File: src/rtl/decryptor_stream_if.sv
// Cipher link handshake bundle: ciphertext in, plaintext out.
// The master side drives the input byte and the output ready.
// The slave side (the decryptor) drives everything else.
interface decryptor_stream_if;
    logic       in_valid;
    logic       in_ready;
    logic [7:0] in_code;
    logic       out_valid;
    logic       out_ready;
    logic [7:0] out_char;
    logic       out_err;
    logic       out_last;

    modport master (
        output in_valid, in_code, out_ready,
        input  in_ready, out_valid, out_char, out_err, out_last
    );

    modport slave (
        input  in_valid, in_code, out_ready,
        output in_ready, out_valid, out_char, out_err, out_last
    );
endinterface

File: src/rtl/decryptor_stream.sv
// Streaming Polybius/Nihilist decryptor.
// For each accepted byte, the running key number is subtracted from the byte.
// The difference is split into row/col digits and looked up in the fixed 5x5 square.
// One output register stage holds the result; a 2-state FSM tracks whether it is occupied.
module decryptor_stream #(
    parameter int MSG_LEN = 6,
    parameter int SEC_LEN = 3
) (
    input  logic                clk,
    input  logic                rst_n,
    decryptor_stream_if.slave   bus
);

    localparam int CW = (MSG_LEN > 1) ? $clog2(MSG_LEN) : 1;
    localparam int KW = (SEC_LEN > 1) ? $clog2(SEC_LEN) : 1;
    localparam logic [CW-1:0] CHAR_MAX = CW'(MSG_LEN - 1);
    localparam logic [KW-1:0] KEY_MAX  = KW'(SEC_LEN - 1);

    // Square laid out row-major, rows 1..5 and columns 1..5 mapped to index 0..24.
    localparam logic [7:0] SQUARE [0:24] = '{
        "M", "I", "H", "A", "B",
        "C", "D", "E", "F", "G",
        "K", "L", "N", "O", "P",
        "Q", "R", "S", "T", "U",
        "V", "W", "X", "Y", "Z"
    };

    typedef enum logic {S_EMPTY, S_FULL} state_t;

    state_t          r_state;
    state_t          w_state_nxt;
    logic [CW-1:0]   r_char_idx;
    logic [KW-1:0]   r_key_idx;
    logic [7:0]      r_char_p1;
    logic            r_err_p1;
    logic            r_last_p1;

    logic            w_in_ready;
    logic            w_accept;
    logic            w_char_wrap;
    logic [8:0]      w_dec;

    // The secret "KEY" repeats every three characters: K=31, E=23, Y=54.
    function automatic logic [7:0] key_num(input int unsigned idx);
        case (idx % 3)
            0:       key_num = 8'd31;
            1:       key_num = 8'd23;
            default: key_num = 8'd54;
        endcase
    endfunction

    // Returns {err, char}. A subtraction that would underflow is an error.
    // Any digit outside 1..5 is also an error; there is no modular wrap.
    function automatic logic [8:0] decode(input logic [7:0] code, input logic [7:0] key);
        logic [7:0] diff;
        logic [7:0] row;
        logic [7:0] col;
        logic [7:0] sq_idx;
        diff   = code - key;
        row    = diff / 8'd10;
        col    = diff % 8'd10;
        sq_idx = (row - 8'd1) * 8'd5 + (col - 8'd1);
        if (code < key)
            decode = {1'b1, 8'h3F};
        else if (row >= 8'd1 && row <= 8'd5 && col >= 8'd1 && col <= 8'd5)
            decode = {1'b0, SQUARE[sq_idx[4:0]]};
        else
            decode = {1'b1, 8'h3F};
    endfunction

    assign w_in_ready  = (r_state == S_EMPTY) || bus.out_ready;
    assign w_accept    = bus.in_valid && w_in_ready;
    assign w_char_wrap = (r_char_idx == CHAR_MAX);
    assign w_dec       = decode(bus.in_code, key_num(int'(unsigned'(r_key_idx))));

    assign bus.in_ready  = w_in_ready;
    assign bus.out_valid = (r_state == S_FULL);
    assign bus.out_char  = r_char_p1;
    assign bus.out_err   = r_err_p1;
    assign bus.out_last  = r_last_p1;

    // FSM state register.
    always_ff @(posedge clk or negedge rst_n) begin
        if (!rst_n)
            r_state <= S_EMPTY;
        else
            r_state <= w_state_nxt;
    end

    // Next state: fill on accept; empty on a consume that has no refill.
    always_comb begin
        w_state_nxt = r_state;
        case (r_state)
            S_EMPTY: if (w_accept) w_state_nxt = S_FULL;
            S_FULL:  if (bus.out_ready && !w_accept) w_state_nxt = S_EMPTY;
            default: w_state_nxt = S_EMPTY;
        endcase
    end

    // Position counters: the key index restarts whenever a message ends.
    always_ff @(posedge clk or negedge rst_n) begin
        if (!rst_n) begin
            r_char_idx <= '0;
            r_key_idx  <= '0;
        end else if (w_accept) begin
            if (w_char_wrap) begin
                r_char_idx <= '0;
                r_key_idx  <= '0;
            end else begin
                r_char_idx <= r_char_idx + 1'b1;
                r_key_idx  <= (r_key_idx == KEY_MAX) ? '0 : r_key_idx + 1'b1;
            end
        end
    end

    // Stage p1 output register: loads only on accept, so it holds while stalled.
    always_ff @(posedge clk or negedge rst_n) begin
        if (!rst_n) begin
            r_char_p1 <= 8'h00;
            r_err_p1  <= 1'b0;
            r_last_p1 <= 1'b0;
        end else if (w_accept) begin
            r_char_p1 <= w_dec[7:0];
            r_err_p1  <= w_dec[8];
            r_last_p1 <= w_char_wrap;
        end
    end

endmodule

File: src/flat_wrapper.sv
// flat-port wrapper written by rule: the top's interface ports become plain ports
module decryptor_stream_flat 
#(
    parameter int MSG_LEN = 6,
    parameter int SEC_LEN = 3
)
  (clk, rst_n, bus_in_valid, bus_in_code, bus_out_ready, bus_in_ready, bus_out_valid, bus_out_char, bus_out_err, bus_out_last);
  decryptor_stream_if bus_i ();
  input  logic clk;
  input  logic rst_n;
  input wire logic [$bits(bus_i.in_valid)-1:0] bus_in_valid;
  input wire logic [$bits(bus_i.in_code)-1:0] bus_in_code;
  input wire logic [$bits(bus_i.out_ready)-1:0] bus_out_ready;
  output wire logic [$bits(bus_i.in_ready)-1:0] bus_in_ready;
  output wire logic [$bits(bus_i.out_valid)-1:0] bus_out_valid;
  output wire logic [$bits(bus_i.out_char)-1:0] bus_out_char;
  output wire logic [$bits(bus_i.out_err)-1:0] bus_out_err;
  output wire logic [$bits(bus_i.out_last)-1:0] bus_out_last;
  assign bus_i.in_valid = bus_in_valid;
  assign bus_i.in_code = bus_in_code;
  assign bus_i.out_ready = bus_out_ready;
  assign bus_in_ready = bus_i.in_ready;
  assign bus_out_valid = bus_i.out_valid;
  assign bus_out_char = bus_i.out_char;
  assign bus_out_err = bus_i.out_err;
  assign bus_out_last = bus_i.out_last;
  decryptor_stream #(.MSG_LEN(MSG_LEN), .SEC_LEN(SEC_LEN)) u_core (.clk(clk), .rst_n(rst_n), .bus(bus_i));
endmodule
File: config.mk
export PLATFORM = sky130hd
export DESIGN_NAME = decryptor_stream_flat
export DESIGN_NICKNAME = d
export VERILOG_FILES = /design/src/rtl/decryptor_stream_if.sv /design/src/rtl/decryptor_stream.sv /design/src/flat_wrapper.sv
export SDC_FILE = /design/constraint.sdc
export NUM_CORES = 1
export LEC_CHECK = 0
export CAP_MARGIN = 20
export CORE_MARGIN = 10
export CORE_UTILIZATION = 56
export DETAILED_ROUTE_END_ITERATION = 7
export HOLD_SLACK_MARGIN = 0.06
export PLACE_DENSITY_LB_ADDON = 0.08
export SLEW_MARGIN = 20
export SYNTH_ARGS = -nofsm -noshare
export SYNTH_HDL_FRONTEND = slang
export SYNTH_SLANG_ARGS = --single-unit
File: constraint.sdc
create_clock -name clk -period 6.7 [get_ports clk]
set_input_delay 0.67 -clock clk [delete_from_list [all_inputs] [get_ports clk]]
set_output_delay 0.67 -clock clk [all_outputs]
set_load 0.01 [all_outputs]
==> flow_results.org <==
** CTS
- The clock drives 14 sinks.
- Clock Tree Buf Depth :: 2
- Clock latency on the worst-skew pair, taken at its later pin, is 0.24 ns.
- After clock tree synthesis, the clock-pin slew on the worst setup and hold paths is 0.06 ns.
- TritonCTS built the clock tree.
- Master cell of the clock root buffer :: clkbuf_8
- Number of buffers inserted by hold repair at cts :: 0
- Num CTS Buffers :: 3
- H-tree lvl count :: 1

** Logic synthesis
- By area, the combinational part of the netlist is dominated by compound AO/OA/AOI/OAI gates.
- Summing the areas of all compound-gate instances in the mapped netlist gives 28.5% of the synthesized area.
- Register area share after synthesis :: 14.7%
- A synthesized cell averages 8.13 um^2.
- Synth Net Count :: 331
- Counting flops and latches in the post-synthesis netlist gives 14.
- Counting flops with a built-in enable in the synthesized netlist gives 0.
- The portion of synthesized area spent on multiplexers is 3.98%.
- The synthesized netlist devotes 14.5% of its cell area to adder and majority cells.
- Summing the areas of all xor and xnor instances in the mapped netlist gives 9.89% of the synthesized area.
- In the synthesized netlist the async set-or-reset flop fraction comes to 100%.
- Gate Count Post-Synth :: 294
- Primary flip-flop cell chosen by synthesis mapping :: dfrtp_1
- The mapped netlist covers 2390 um^2.
- Post-synthesis share of cell area spent on and, or, nand and nor gates :: 21.2%
- For this run, the number of Yosys warnings is 0.
- Count of cell types in the netlist :: 73

** Die
- Die footprint :: 7280 um^2
- Vertical die dimension :: 85.3 um
- Initial cell density of the core :: 58.9%
- Placeable core area :: 4060 um^2
- The floorplan has 23 rows.
- The die is 85.3 um wide.
- Number of placed I/O pins :: 24

** Setup path
- The largest single stage delay on the critical path is 0.53 ns.
- Kind of critical path :: in2reg
- Required @ worst endpoint :: 6.84 ns
- Max stage delay cell, worst path :: fa_1
- The worst setup path is launched from an input port.
- Maximum fanout count along the critical path :: 8
- Kind of cell with the highest combined delay on the critical path :: adder cells
- Worst Path Arrival :: 6.38 ns
- Critical path buffer and inverter count :: 6
- STA classifies the critical path endpoint as a flop.

** Flow run
- The tool flagged a number of max-cap violations equal to 0.

** Placed design
- Routability-driven placement finished with a final weighted congestion of 0.896.
- Total cell area at the placement stage :: 2670 um^2
- Worst slack after detailed placement :: 0.0741 ns
- Buffers placed on the I/O ports in this run total 22.
- Placed wire-length estimate :: 4690 um

** Final layout
- Layout cell share with drive strength beyond 1 :: 13.8%
- Fill cells in the final layout number 371.
- At the end of the flow, the number of nets in the layout was 356.
- Compared with the post-synthesis result, the final layout area differs by 15.2%.
- Final design area excluding fillers :: 2760 um^2
- The number of antenna diodes in the final layout is 0.
- Cells fill 67.9% of the core in the end.

** STA
- The final count of pins violating max slew is 0.
- Transition time at the pin with the least slew margin :: 0.621 ns
- Period utilization :: 93.1%
- Final setup fails :: 0
- The worst pin sits at a relative slew slack of 58.5%.
- Accumulated negative setup slack :: 0 ns
- Final Hold Violating Endpoints :: 0
- Post-route setup slack :: 0.462 ns
- Max Fclk :: 0.160 GHz
- Counting I/O delays and the setup requirement, the final critical path takes 6.24 ns.
- Setup repair after global routing missed its margin :: no
- Worst Skew :: 0.00187 ns

** Routing
- Vias/cell :: 6.02
- Drt pass-1 iters :: 4
- Routed length per placed instance :: 15.7 um
- Total met3 wirelength after detailed routing :: 239 um
- Total routed wirelength :: 5780 um
- The count of nets left with antenna violations once routing finished came out at 0.
- DR DRC count :: 0
- In this run, the number of DRC markers left after iteration 0 of detailed routing was 147.
- The highest layer touched by signal routing is met3.
- In the final routing, the length of wire on met1 measures 2690 um.
- Wire segments on met2 add up to 2850 um in the final route.
- Total number of vias :: 2217

** Min path
- Worst min-delay path category :: reg2reg

** Outcome
- The run finished with clean final reports.

** Global routing
- Total routing resource utilization after global routing :: 15.4%
- The first global-routing pass estimated 9760 um of wire.
- Maximum number of pins on one net before global-route repair :: 17
- The number of antenna violations at the first check in global routing came to 0.
- Congestion Overflow GR :: 0
- The via count of the first global-routing pass is 2110.
Yosys cell counts (3+ instances only):
library cell / number / share of area, %
a21o_1: 5 / 1.6
a21oi_1: 15 / 3.1
a21oi_2: 3 / 1.1
a221oi_1: 3 / 1.1
a31oi_1: 3 / 0.79
and2_1: 4 / 1.0
buf_2: 6 / 1.3
buf_4: 3 / 0.94
dfrtp_1: 14 / 15
fa_1: 3 / 2.5
ha_1: 22 / 12
inv_1: 23 / 3.6
mux2_2: 3 / 1.4
mux2i_1: 5 / 2.1
nand2_1: 20 / 3.1
nand2b_1: 8 / 2.1
nand3_1: 8 / 1.7
nor2_1: 30 / 4.7
nor2b_1: 3 / 0.79
nor3_1: 4 / 0.84
o211ai_1: 8 / 2.5
o21a_1: 3 / 0.94
o21ai_0: 11 / 2.3
o21ai_1: 3 / 0.63
o22ai_1: 3 / 0.79
xnor2_1: 18 / 6.6
xor2_1: 4 / 1.5
layer usage:
| metal | global-route usage, % | up-vias |
|---|---|---|
| met5 | 0 | - |
| met4 | 2.25 | 0 |
| met3 | 2.68 | 0 |
| met2 | 26.7 | 43 |
| met1 | 19.7 | 1056 |
| li1 | - | 1118 |
metrics by stage:
stage | instances | hold WS (ns)
CTS | 367 | 0.491
global route | 368 | 0.515
detailed placement | 363 | 0.478
global placement | 363 | 0.465
floorplan | 294 | 0.374
finish | 368 | 0.489
what timing repair did:
action,4_1_cts,5_1_grt
resized for setup,0,5
buffers inserted,0,1
endpoints found under the setup margin,0,5
layout make-up:
| class | count | area (um^2) | share of cell area (%) |
|---|---|---|---|
| clock buffers | 4 | 55.1 | 2.00 |
| multi-input cells | 244 | 1900 | 68.9 |
| inverters | 23 | 86.3 | 3.13 |
| repair buffers | 33 | 303 | 11.0 |
| well taps | 50 | 62.6 | 2.27 |
| flip-flops and latches | 14 | 350 | 12.7 |
cells by family (layout without fill, tap and decap cells):
family / Yosys count / count (layout)
xor+xnor: 24 / 24
buf+inv: 36 / 60
other cells: 1 / 1
compound gates: 89 / 89
mux: 9 / 9
fa+ha+maj: 26 / 26
simple gates: 95 / 95
flops: 14 / 14
path summary, 6_finish.rpt:
kind                                          end  slack [ns]  cells after the start              startpoint
min in group asynchronous  u_core.bus.out_char[2]        0.82                      1                   rst_n
max in group asynchronous  u_core.bus.out_char[5]        5.48                      1                   rst_n
max reg2reg                u_core.bus.out_char[3]        0.66                     28     u_core.r_key_idx[0]
min                        u_core.bus.out_char[6]        0.49                      1  u_core.bus.out_char[6]
min reg2reg                u_core.bus.out_char[6]        0.49                      1  u_core.bus.out_char[6]
max                        u_core.bus.out_char[3]        0.46                     27          bus_in_code[0]
cell usage in the layout, fill, tap and decap left out, types with 3 or more instances in the layout:
cell,netlist,layout
dfrtp_1,14,14
mux2_2,3,3
o22ai_1,3,3
nand3_1,8,8
mux2i_1,5,5
a21o_1,5,5
nand2_1,20,20
o21a_1,3,3
buf_4,3,11
and2_1,4,4
a221oi_1,3,3
ha_1,22,21
fa_1,3,3
nand2b_1,8,8
nor2b_1,3,3
a21oi_1,15,14
inv_1,23,23
o21ai_1,3,3
o21ai_0,11,11
a31oi_1,3,3
clkbuf_8,0,4
xor2_1,4,4
o211ai_1,8,8
nor2_1,30,30
a21oi_2,3,3
clkdlybuf4s50_1,0,22
xnor2_1,18,17
nor3_1,4,4
flip-flops by register name, indices dropped and copies added (netlist names):
name                  cells
u_core.bus.out_char       7
u_core.bus.out_last       1
u_core.r_key_idx          2
u_core.r_char_idx         3
u_core.bus.out_valid      1
Power is left out: the tool's default activity adds up to more than one toggle a clock period on the data nets, which glitch-free logic cannot reach.
